### src/rtl/cpu_decode_pkg.sv
// Shared decode definitions: opcodes, operand-B select encodings, skid-buffer
// states and the decoded entry carried through the buffer.
package cpu_decode_pkg;

  localparam logic [5:0] OP_RTYPE = 6'b000000;
  localparam logic [5:0] OP_BEQ   = 6'b000100;
  localparam logic [5:0] OP_BNE   = 6'b000101;
  localparam logic [5:0] OP_ADDI  = 6'b001000;
  localparam logic [5:0] OP_ADDIU = 6'b001001;
  localparam logic [5:0] OP_SLTI  = 6'b001010;
  localparam logic [5:0] OP_SLTIU = 6'b001011;
  localparam logic [5:0] OP_ANDI  = 6'b001100;
  localparam logic [5:0] OP_ORI   = 6'b001101;
  localparam logic [5:0] OP_XORI  = 6'b001110;
  localparam logic [5:0] OP_LUI   = 6'b001111;
  localparam logic [5:0] OP_LW    = 6'b100011;
  localparam logic [5:0] OP_SW    = 6'b101011;

  localparam logic [1:0] SEL_REG  = 2'b00;
  localparam logic [1:0] SEL_IMM  = 2'b01;
  localparam logic [1:0] SEL_ZIMM = 2'b10;
  localparam logic [1:0] SEL_NONE = 2'b11;

  typedef enum logic [1:0] {
    ST_EMPTY = 2'b00,
    ST_ONE   = 2'b01,
    ST_FULL  = 2'b10
  } state_e;

  typedef struct packed {
    logic [1:0]  sel;
    logic [31:0] imm;
    logic [31:0] zimm;
    logic        illegal;
  } entry_t;

  // Value an output slot takes when nothing valid is presented.
  localparam entry_t ENTRY_IDLE = '{sel: SEL_NONE, imm: 32'h0, zimm: 32'h0, illegal: 1'b0};

endpackage

### src/rtl/imm_ext.sv
// Combinational opcode decode plus sign/zero extension of imm16.
module imm_ext
  import cpu_decode_pkg::*;
#(
  parameter int DATA_W = 32
) (
  input  logic [0:5]        opcode,
  input  logic [0:15]       imm16,
  output logic [0:1]        sel,
  output logic [0:DATA_W-1] imm,
  output logic [0:DATA_W-1] zimm,
  output logic              illegal
);

  // Extensions are produced for every opcode, legal or not.
  assign imm  = {{(DATA_W-16){imm16[0]}}, imm16};
  assign zimm = {{(DATA_W-16){1'b0}}, imm16};

  // Opcode -> operand-B select; anything unlisted is flagged illegal.
  always_comb begin
    sel     = SEL_NONE;
    illegal = 1'b0;
    case (opcode)
      OP_RTYPE, OP_BEQ, OP_BNE:                         sel = SEL_REG;
      OP_ADDI, OP_ADDIU, OP_SLTI, OP_SLTIU, OP_LW, OP_SW: sel = SEL_IMM;
      OP_ANDI, OP_ORI, OP_XORI, OP_LUI:                 sel = SEL_ZIMM;
      default: begin
        sel     = SEL_NONE;
        illegal = 1'b1;
      end
    endcase
  end

endmodule

### src/rtl/operand_decode.sv
// Operand decoder: decodes at the input, then holds results in a 2-entry
// skid buffer (head drives the outputs, skid catches one extra under stall).
module operand_decode
  import cpu_decode_pkg::*;
#(
  parameter int DATA_W = 32,
  parameter int CNT_W  = 8
) (
  input  logic              clk,
  input  logic              rst,
  input  logic              in_valid,
  output logic              in_ready,
  input  logic [0:DATA_W-1] instr,
  input  logic              flush,
  output logic              out_valid,
  input  logic              out_ready,
  output logic [0:1]        sel_alu,
  output logic [0:DATA_W-1] Imm,
  output logic [0:DATA_W-1] ZImm,
  output logic              illegal,
  output logic [0:CNT_W-1]  illegal_cnt
);

  state_e           state_q, state_d;
  entry_t           head_q, head_d;
  entry_t           skid_q, skid_d;
  logic             in_ready_q, in_ready_d;
  logic [CNT_W-1:0] cnt_q, cnt_d;

  entry_t           dec;
  logic [0:1]       dec_sel;
  logic [0:31]      dec_imm, dec_zimm;
  logic             dec_ill;
  logic             accept, xfer;

  imm_ext #(.DATA_W(32)) u_imm_ext (
    .opcode  (instr[0:5]),
    .imm16   (instr[16:31]),
    .sel     (dec_sel),
    .imm     (dec_imm),
    .zimm    (dec_zimm),
    .illegal (dec_ill)
  );

  assign dec    = '{sel: dec_sel, imm: dec_imm, zimm: dec_zimm, illegal: dec_ill};
  assign accept = in_valid && in_ready_q;
  assign xfer   = out_valid && out_ready;

  assign in_ready    = in_ready_q;
  assign out_valid   = (state_q != ST_EMPTY);
  assign sel_alu     = head_q.sel;
  assign Imm         = head_q.imm;
  assign ZImm        = head_q.zimm;
  assign illegal     = head_q.illegal;
  assign illegal_cnt = cnt_q;

  // Skid-buffer next state; the head slot is parked at SEL_NONE/!illegal
  // whenever it empties so the idle outputs need no extra muxing.
  always_comb begin
    state_d = state_q;
    head_d  = head_q;
    skid_d  = skid_q;
    cnt_d   = cnt_q;
    case (state_q)
      ST_EMPTY: if (accept) begin
        state_d = ST_ONE;
        head_d  = dec;
      end
      ST_ONE: begin
        if (accept && !xfer) begin
          state_d = ST_FULL;
          skid_d  = dec;
        end else if (!accept && xfer) begin
          state_d        = ST_EMPTY;
          head_d.sel     = SEL_NONE;
          head_d.illegal = 1'b0;
        end else if (accept && xfer) begin
          head_d = dec;
        end
      end
      ST_FULL: if (xfer) begin
        state_d = ST_ONE;
        head_d  = skid_q;
      end
      default: state_d = ST_EMPTY;
    endcase
    if (accept && dec.illegal && (cnt_q != {CNT_W{1'b1}}))
      cnt_d = cnt_q + 1'b1;
    // Flush drops everything, including an instruction offered this cycle,
    // so that instruction is not counted either.
    if (flush) begin
      state_d        = ST_EMPTY;
      head_d.sel     = SEL_NONE;
      head_d.illegal = 1'b0;
      cnt_d          = cnt_q;
    end
    in_ready_d = (state_d != ST_FULL);
  end

  // State registers; reset wins over flush and handshakes.
  always_ff @(posedge clk) begin
    if (rst) begin
      state_q    <= ST_EMPTY;
      head_q     <= ENTRY_IDLE;
      skid_q     <= ENTRY_IDLE;
      in_ready_q <= 1'b0;
      cnt_q      <= '0;
    end else begin
      state_q    <= state_d;
      head_q     <= head_d;
      skid_q     <= skid_d;
      in_ready_q <= in_ready_d;
      cnt_q      <= cnt_d;
    end
  end

endmodule
### config.mk
export PLATFORM = sky130hd
export DESIGN_NAME = operand_decode
export DESIGN_NICKNAME = d
export VERILOG_FILES = /design/src/rtl/cpu_decode_pkg.sv /design/src/rtl/imm_ext.sv /design/src/rtl/operand_decode.sv
export SDC_FILE = /design/constraint.sdc
export NUM_CORES = 1
export LEC_CHECK = 0
export ABC_CLOCK_PERIOD_IN_PS = 2300
export CAP_MARGIN = 20
export CORE_MARGIN = 8
export CORE_UTILIZATION = 53
export DETAILED_ROUTE_END_ITERATION = 6
export GPL_TIMING_DRIVEN = 0
export PLACE_DENSITY = 0.91
export SYNTH_ARGS = -nofsm -noshare
export SYNTH_HDL_FRONTEND = slang
export SYNTH_HIERARCHICAL = 1
export SYNTH_SLANG_ARGS = --single-unit
### constraint.sdc
create_clock -name clk -period 2.3 [get_ports clk]
set_input_delay 0.69 -clock clk [delete_from_list [all_inputs] [get_ports clk]]
set_output_delay 0.69 -clock clk [all_outputs]
set_load 0.05 [all_outputs]
# After elaboration in Yosys (flattened, before gate mapping)
# Index checks and enable logic that the tools add are counted.
# Widths: inputs -> output; s select.
[word_totals] elab_cells=73 out_inout_bits=77 regBits=113
[op_classes] bitwise_logic=1 addsub=1 eq_ne=22 n_mux=16 n_reduce_logical=22
[op_table] operator="$mux 67" n=4
[op_table] operator="$pmux 67 s3" n=1
[op_table] operator="$mux 64" n=1
[op_table] operator="$eq 6x4->1 const B" n=8
[op_table] operator="$reduce_or 13->1" n=1
[op_table] operator="$eq 6x3->1 const B" n=2
[op_table] operator="$eq 6x6->1 const B" n=2
[op_table] operator="$mux 2" n=6
[op_table] operator="$ne 2x2->1 const B" n=6
[op_table] operator="$pmux 2 s3" n=2
[op_table] operator="$add 8x1->8 const B" n=1
[op_table] operator="$ne 8x8->1 const B" n=1
[op_table] operator="$logic_and 1x1->1" n=7
[op_table] operator="$logic_not 6->1" n=1
[op_table] operator="$reduce_and 6->1" n=1
[op_table] operator="$reduce_or 6->1" n=1
[op_table] operator="$reduce_and 5->1" n=1
[op_table] operator="$reduce_and 2->1" n=2
[op_table] operator="$reduce_or 4->1" n=1
[op_table] operator="$ne 3x3->1 const B" n=1
[op_table] operator="$reduce_bool 3->1" n=1
[op_table] operator="$reduce_or 3->1" n=1
[op_table] operator="$eq 2x1->1 const B" n=1
[op_table] operator="$eq 2x2->1 const B" n=1
[op_table] operator="other kinds (6)" n=8

# Logic depth before layout (Yosys ltp)
[logic_depth] ltp_word=8 ltp_mapped=9 depth_no_buf=7

# Hierarchy
# Netlist, hierarchy kept.
[modules_own_cells] module="operand_decode" n_inst=1 cells_per_inst=696 area_per_inst_um2=6412.4
[modules_own_cells] module="imm_ext" n_inst=1 cells_per_inst=77 area_per_inst_um2=559.3

# Worst setup path before layout
# Ideal clock, no wire load.
[synth_timing] path_kind="input to register" startpoint="input port instr[5] (netlist name)" endpoint="register cnt_q[7], in the netlist illegal_cnt[0]" cell_stages=7 arrival_ns=2.048 slack_ns=0.136 path_cell_list="nor2b_1 or3_1 a31o_1 nand4b_1 nor4_1 a21oi_1 a31o_2"
[synth_between] elab_chain_cells=6 elab_cells_between_ends=18
[synth_lines] item="start: declaration" line="operand_decode.sv:13" source="input logic [0:DATA_W-1] instr,"
[synth_lines] item="$eq 6x3->1 (tied with other cells)" line="imm_ext.sv:23" source="case (opcode)"
[synth_lines] item="$reduce_or 13->1 (no source line) (*)"
[synth_lines] item="$mux 1 (*)" line="imm_ext.sv:23"
[synth_lines] item="named net dec_ill" line="operand_decode.sv:33" source="logic dec_ill;"
[synth_lines] item="$logic_and 1x1->1 (*) (2 in series)" line="operand_decode.sv:87" source="if (accept && dec.illegal && (cnt_q != {CNT_W{1'b1}}))"
[synth_lines] item="$reduce_and 2->1 (no source line) (*)"
[synth_lines] item="end signal: assignment" line="operand_decode.sv:113" source="cnt_q <= cnt_d;"
[synth_lines] item="end: declaration" line="operand_decode.sv:28" source="logic [CNT_W-1:0] cnt_q, cnt_d;"
# The timed path passes the listed nets; every way through them passes the cells marked *.
# A chain may end at the register's enable or synchronous reset.

# Final worst setup path
[layout_timing] startpoint="register head_q (netlist bit ZImm[8])" endpoint="output port ZImm[8] (netlist name)"
[layout_lines] item="start: declaration" line="operand_decode.sv:25" source="entry_t head_q, head_d;"
[layout_lines] item="start signal: assignment" line="operand_decode.sv:104" source="head_q <= ENTRY_IDLE;"
[layout_lines] item="start signal: assignment" line="operand_decode.sv:110" source="head_q <= head_d;"
[layout_lines] item="end: declaration" line="operand_decode.sv:19" source="output logic [0:DATA_W-1] ZImm,"
# No word-level cell between the ends.

==> reports/results.tsv <==
stage	metric	value	unit
die	Initial Util	53.49	%
die	# rows	42	
run	maxcap violations	0	
pwr	PwrDens	760.7	nW/um^2
cells_and_area	Post-Layout Cell Count	1081	
die	num ports	114	
critical_path	Critical Path Source	ZImm[8]$_SDFFE_PP0P_	
global_route	vias in the first global route	6312	
logic_synthesis	yosys warns	6	
die	Die ar.	17080	um^2
logic_synthesis	synthesized cell area	6972	um^2
placement	DP Area	8109	um^2
route	metal2 WL	9920	um
sta	RSZ-0062 raised after global routing	yes	
critical_path	critical path depth	1	
cts	Reg clk slew, reported paths	60	ps
sta	final worst path period share	99.15	%
route	initial DRC count	612	
die	Die Y-Extent	130.7	um
critical_path	Setup Crit Path Kind	reg2out	
pwr	total power draw	6836	uW
die	core area	13030	um^2
route	Routed Antenna Nets	0	
route	vias per std cell	5.953	
logic_synthesis	Yosys reg bits	145	
cts	CTS tree	built	
placement	DP HPWL	13210	um
min_path	hold crit path type	reg2reg	
cells_and_area	commonest non-fill, non-tap cell in the layout	dfxtp_1	
sta	f_max	438.5	MHz
critical_path	Reg2Reg Depth	8	
critical_path	CP Max Fanout	2	
cells_and_area	multi-input logic area	3269	um^2
logic_synthesis	count of cell types in the netlist	46	
sta	Fin Setup TNS	0	ps
critical_path	Largest delay share family, worst path	buffers and inverters	
outcome	outcome	completed	
route	drt pass-1 iters	5	
placement	dpl cells	1050	
cells_and_area	share of cells above drive strength 1	25.86	%
global_route	total track usage	23.11	%
placement	GPL Wtd Cong	0.8942	
sta	Layout Skew	6.824	ps
route	Met3 Wirelength	1746	um
die	Die W	130.7	um
cts	CTS buffer count	17	
sta	Setup Viol. Count Final	0	
cts	clock buffer depth	2	
route	M1 wire length	8007	um
critical_path	CP Data Arrival Time	1590	ps
cells_and_area	cell area after layout	8986	um^2
critical_path	WP buf/inv	1	
cells_and_area	net count reported at finish	936	
logic_synthesis	top_reg_cell synth	dfxtp_1	
global_route	first-pass GRT wire length	30910	um
critical_path	CP Capture Type	primary output	
cells_and_area	fillers	974	
route	DR vias	6435	
pwr	Pleak	0.003738	uW
cts	htree depth	4	
placement	Port-buffer cells	86	
cts	clk root buf	clkbuf_16	
cts	Clock Sinks	145	
global_route	largest net degree at the start of global routing	19	
cells_and_area	commonest cells after routing, fill and taps aside	145 x dfxtp_1, 136 x nand2_1, 91 x a221oi_2	
sta	Slew @ Worst Pin	764.8	ps
critical_path	CP endpoint	ZImm[8]	
route	WL/cell	19.03	um
route	DRT Wirelength	20570	um
global_route	initial antenna violation count	0	
critical_path	critical path's slowest cell	clkdlybuf4s50_1	
cells_and_area	area taken by flip-flops and latches	2903	um^2
min_path	WHS Path Cells	2	
sta	Final Hold Violating Endpoints	0	
pwr	IR drop worst, VDD	0.4303	mV
critical_path	flop-to-flop setup slack	60	ps
global_route	grt ovf	0	
logic_synthesis	register area share after synthesis	41.64	%
logic_synthesis	EDFF count, synth	0	
cells_and_area	Area growth syn-to-layout	28.89	%
critical_path	crit-path cells	clkdlybuf4s50_1	
critical_path	Reg-to-Reg Start	state_q[1]$_SDFF_PP0_	
critical_path	Req. time, crit path	1610	ps
cts	Worst-Skew Late Latency	430	ps
logic_synthesis	ys async rst share	0	%
sta	fin crit period	2280	ps
critical_path	RR Endpoint	Imm[24]$_SDFFE_PP0P_	
sta	Pins Over Slew Limit	0	
critical_path	max incr delay on CP	820	ps
critical_path	CP Launch Type	flop	
route	Top Layer Used	met4	
route	Residual DRC	0	
sta	Slew headroom	49.01	%
logic_synthesis	post-synthesis cell count	773	
logic_synthesis	synthesized area per cell	9.019	um^2
cells_and_area	Diodes inserted	0	
-- per-stage QoR --
stage	setup slack, ps	hold WS, ps	util [%]
floorplan	135.6	431.9	-
global placement	-629.4	441.1	62.22
detailed placement	-649.3	446.4	62.22
CTS	-10.58	453.9	66.47
global route	-58.87	478.0	68.95
finish	19.55	456.7	68.95
-- metal layers --
metal  vias to the layer above  track usage (%)
met5                         -                0
met4                         0            11.41
met3                        86            7.873
met2                       324            38.13
met1                      3081            26.27
li1                       2944                -
-- repair_timing --
| action | 4_1_cts | 5_1_grt |
|---|---|---|
| endpoints found under the setup margin | 45 | 121 |
| cloned | 0 | 0 |
| buffers inserted | 0 | 1 |
| gates resized for setup | 32 | 92 |
| pin swaps | 1 | 1 |
| hold buffers | 0 | 0 |
-- registers in the layout, indices dropped and copies added, names as in the netlist --
register     count
skid_q          67
Imm             32
ZImm            32
illegal_cnt      8
sel_alu          2
state_q          2
illegal          1
in_ready         1
-- logic make-up after synthesis --
| family | Yosys count | share of synthesized area [%] |
|---|---|---|
| flip-flops | 145 | 41.64 |
| multiplexers | 1 | 0.1436 |
| other | 1 | 0.05379 |
| buffers and inverters | 205 | 15.67 |
| AND/OR/NAND/NOR | 182 | 10.95 |
| XOR/XNOR | 6 | 0.7538 |
| adder cells (fa/ha/maj) | 5 | 0.8973 |
| AO/OA/AOI/OAI | 228 | 29.90 |
-- synth_stat cells, types with 3 or more instances --
library cell	instances	area share [%]
a211oi_1	4	0.43
a21o_1	3	0.32
a21oi_1	69	5.0
a221oi_1	69	8.7
a221oi_2	60	13
and3_1	3	0.27
buf_2	18	1.3
buf_4	66	7.1
buf_6	7	1.1
clkbuf_1	42	2.3
dfxtp_1	145	42
ha_1	5	0.90
inv_1	71	3.8
nand2_1	137	7.4
nand2b_1	4	0.36
nand3_1	5	0.36
nor2_1	15	0.81
nor4_1	3	0.27
o221ai_1	4	0.50
xnor2_1	6	0.75
-- layout make-up --
cell class | instances | area share [%]
Buffer | 134 | 9.440
Timing Repair Buffer | 87 | 10.09
Sequential cell | 145 | 32.30
Clock inverter | 6 | 0.8911
Multi-Input combinational cell | 438 | 36.38
Clock buffer | 24 | 5.472
Inverter | 71 | 2.966
Tap cell | 176 | 2.451
-- worst min path at each step --
stage	start	endpoint	slack, ps
final	skid_q[57]$_SDFFE_PP0P_	skid_q[57]$_SDFFE_PP0P_	460
after global placement	skid_q[43]$_SDFFE_PP0P_	skid_q[43]$_SDFFE_PP0P_	440
after floorplan	skid_q[0]$_SDFFE_PP0P_	skid_q[0]$_SDFFE_PP0P_	430
after CTS	skid_q[57]$_SDFFE_PP0P_	skid_q[57]$_SDFFE_PP0P_	450
after global routing	skid_q[15]$_SDFFE_PP0P_	skid_q[15]$_SDFFE_PP0P_	480
after detailed placement	skid_q[57]$_SDFFE_PP0P_	skid_q[57]$_SDFFE_PP0P_	450
-- power by group --
| part | switching, uW | leakage (uW) | internal [uW] |
|---|---|---|---|
| logic | 882 | 0.00227 | 508 |
| clock network | 1040 | 0.000286 | 1690 |
| registers | 74.7 | 0.00118 | 2640 |
| total | 2000 | 0.00374 | 4840 |
Note: power is estimated with default switching activity, not from simulation.
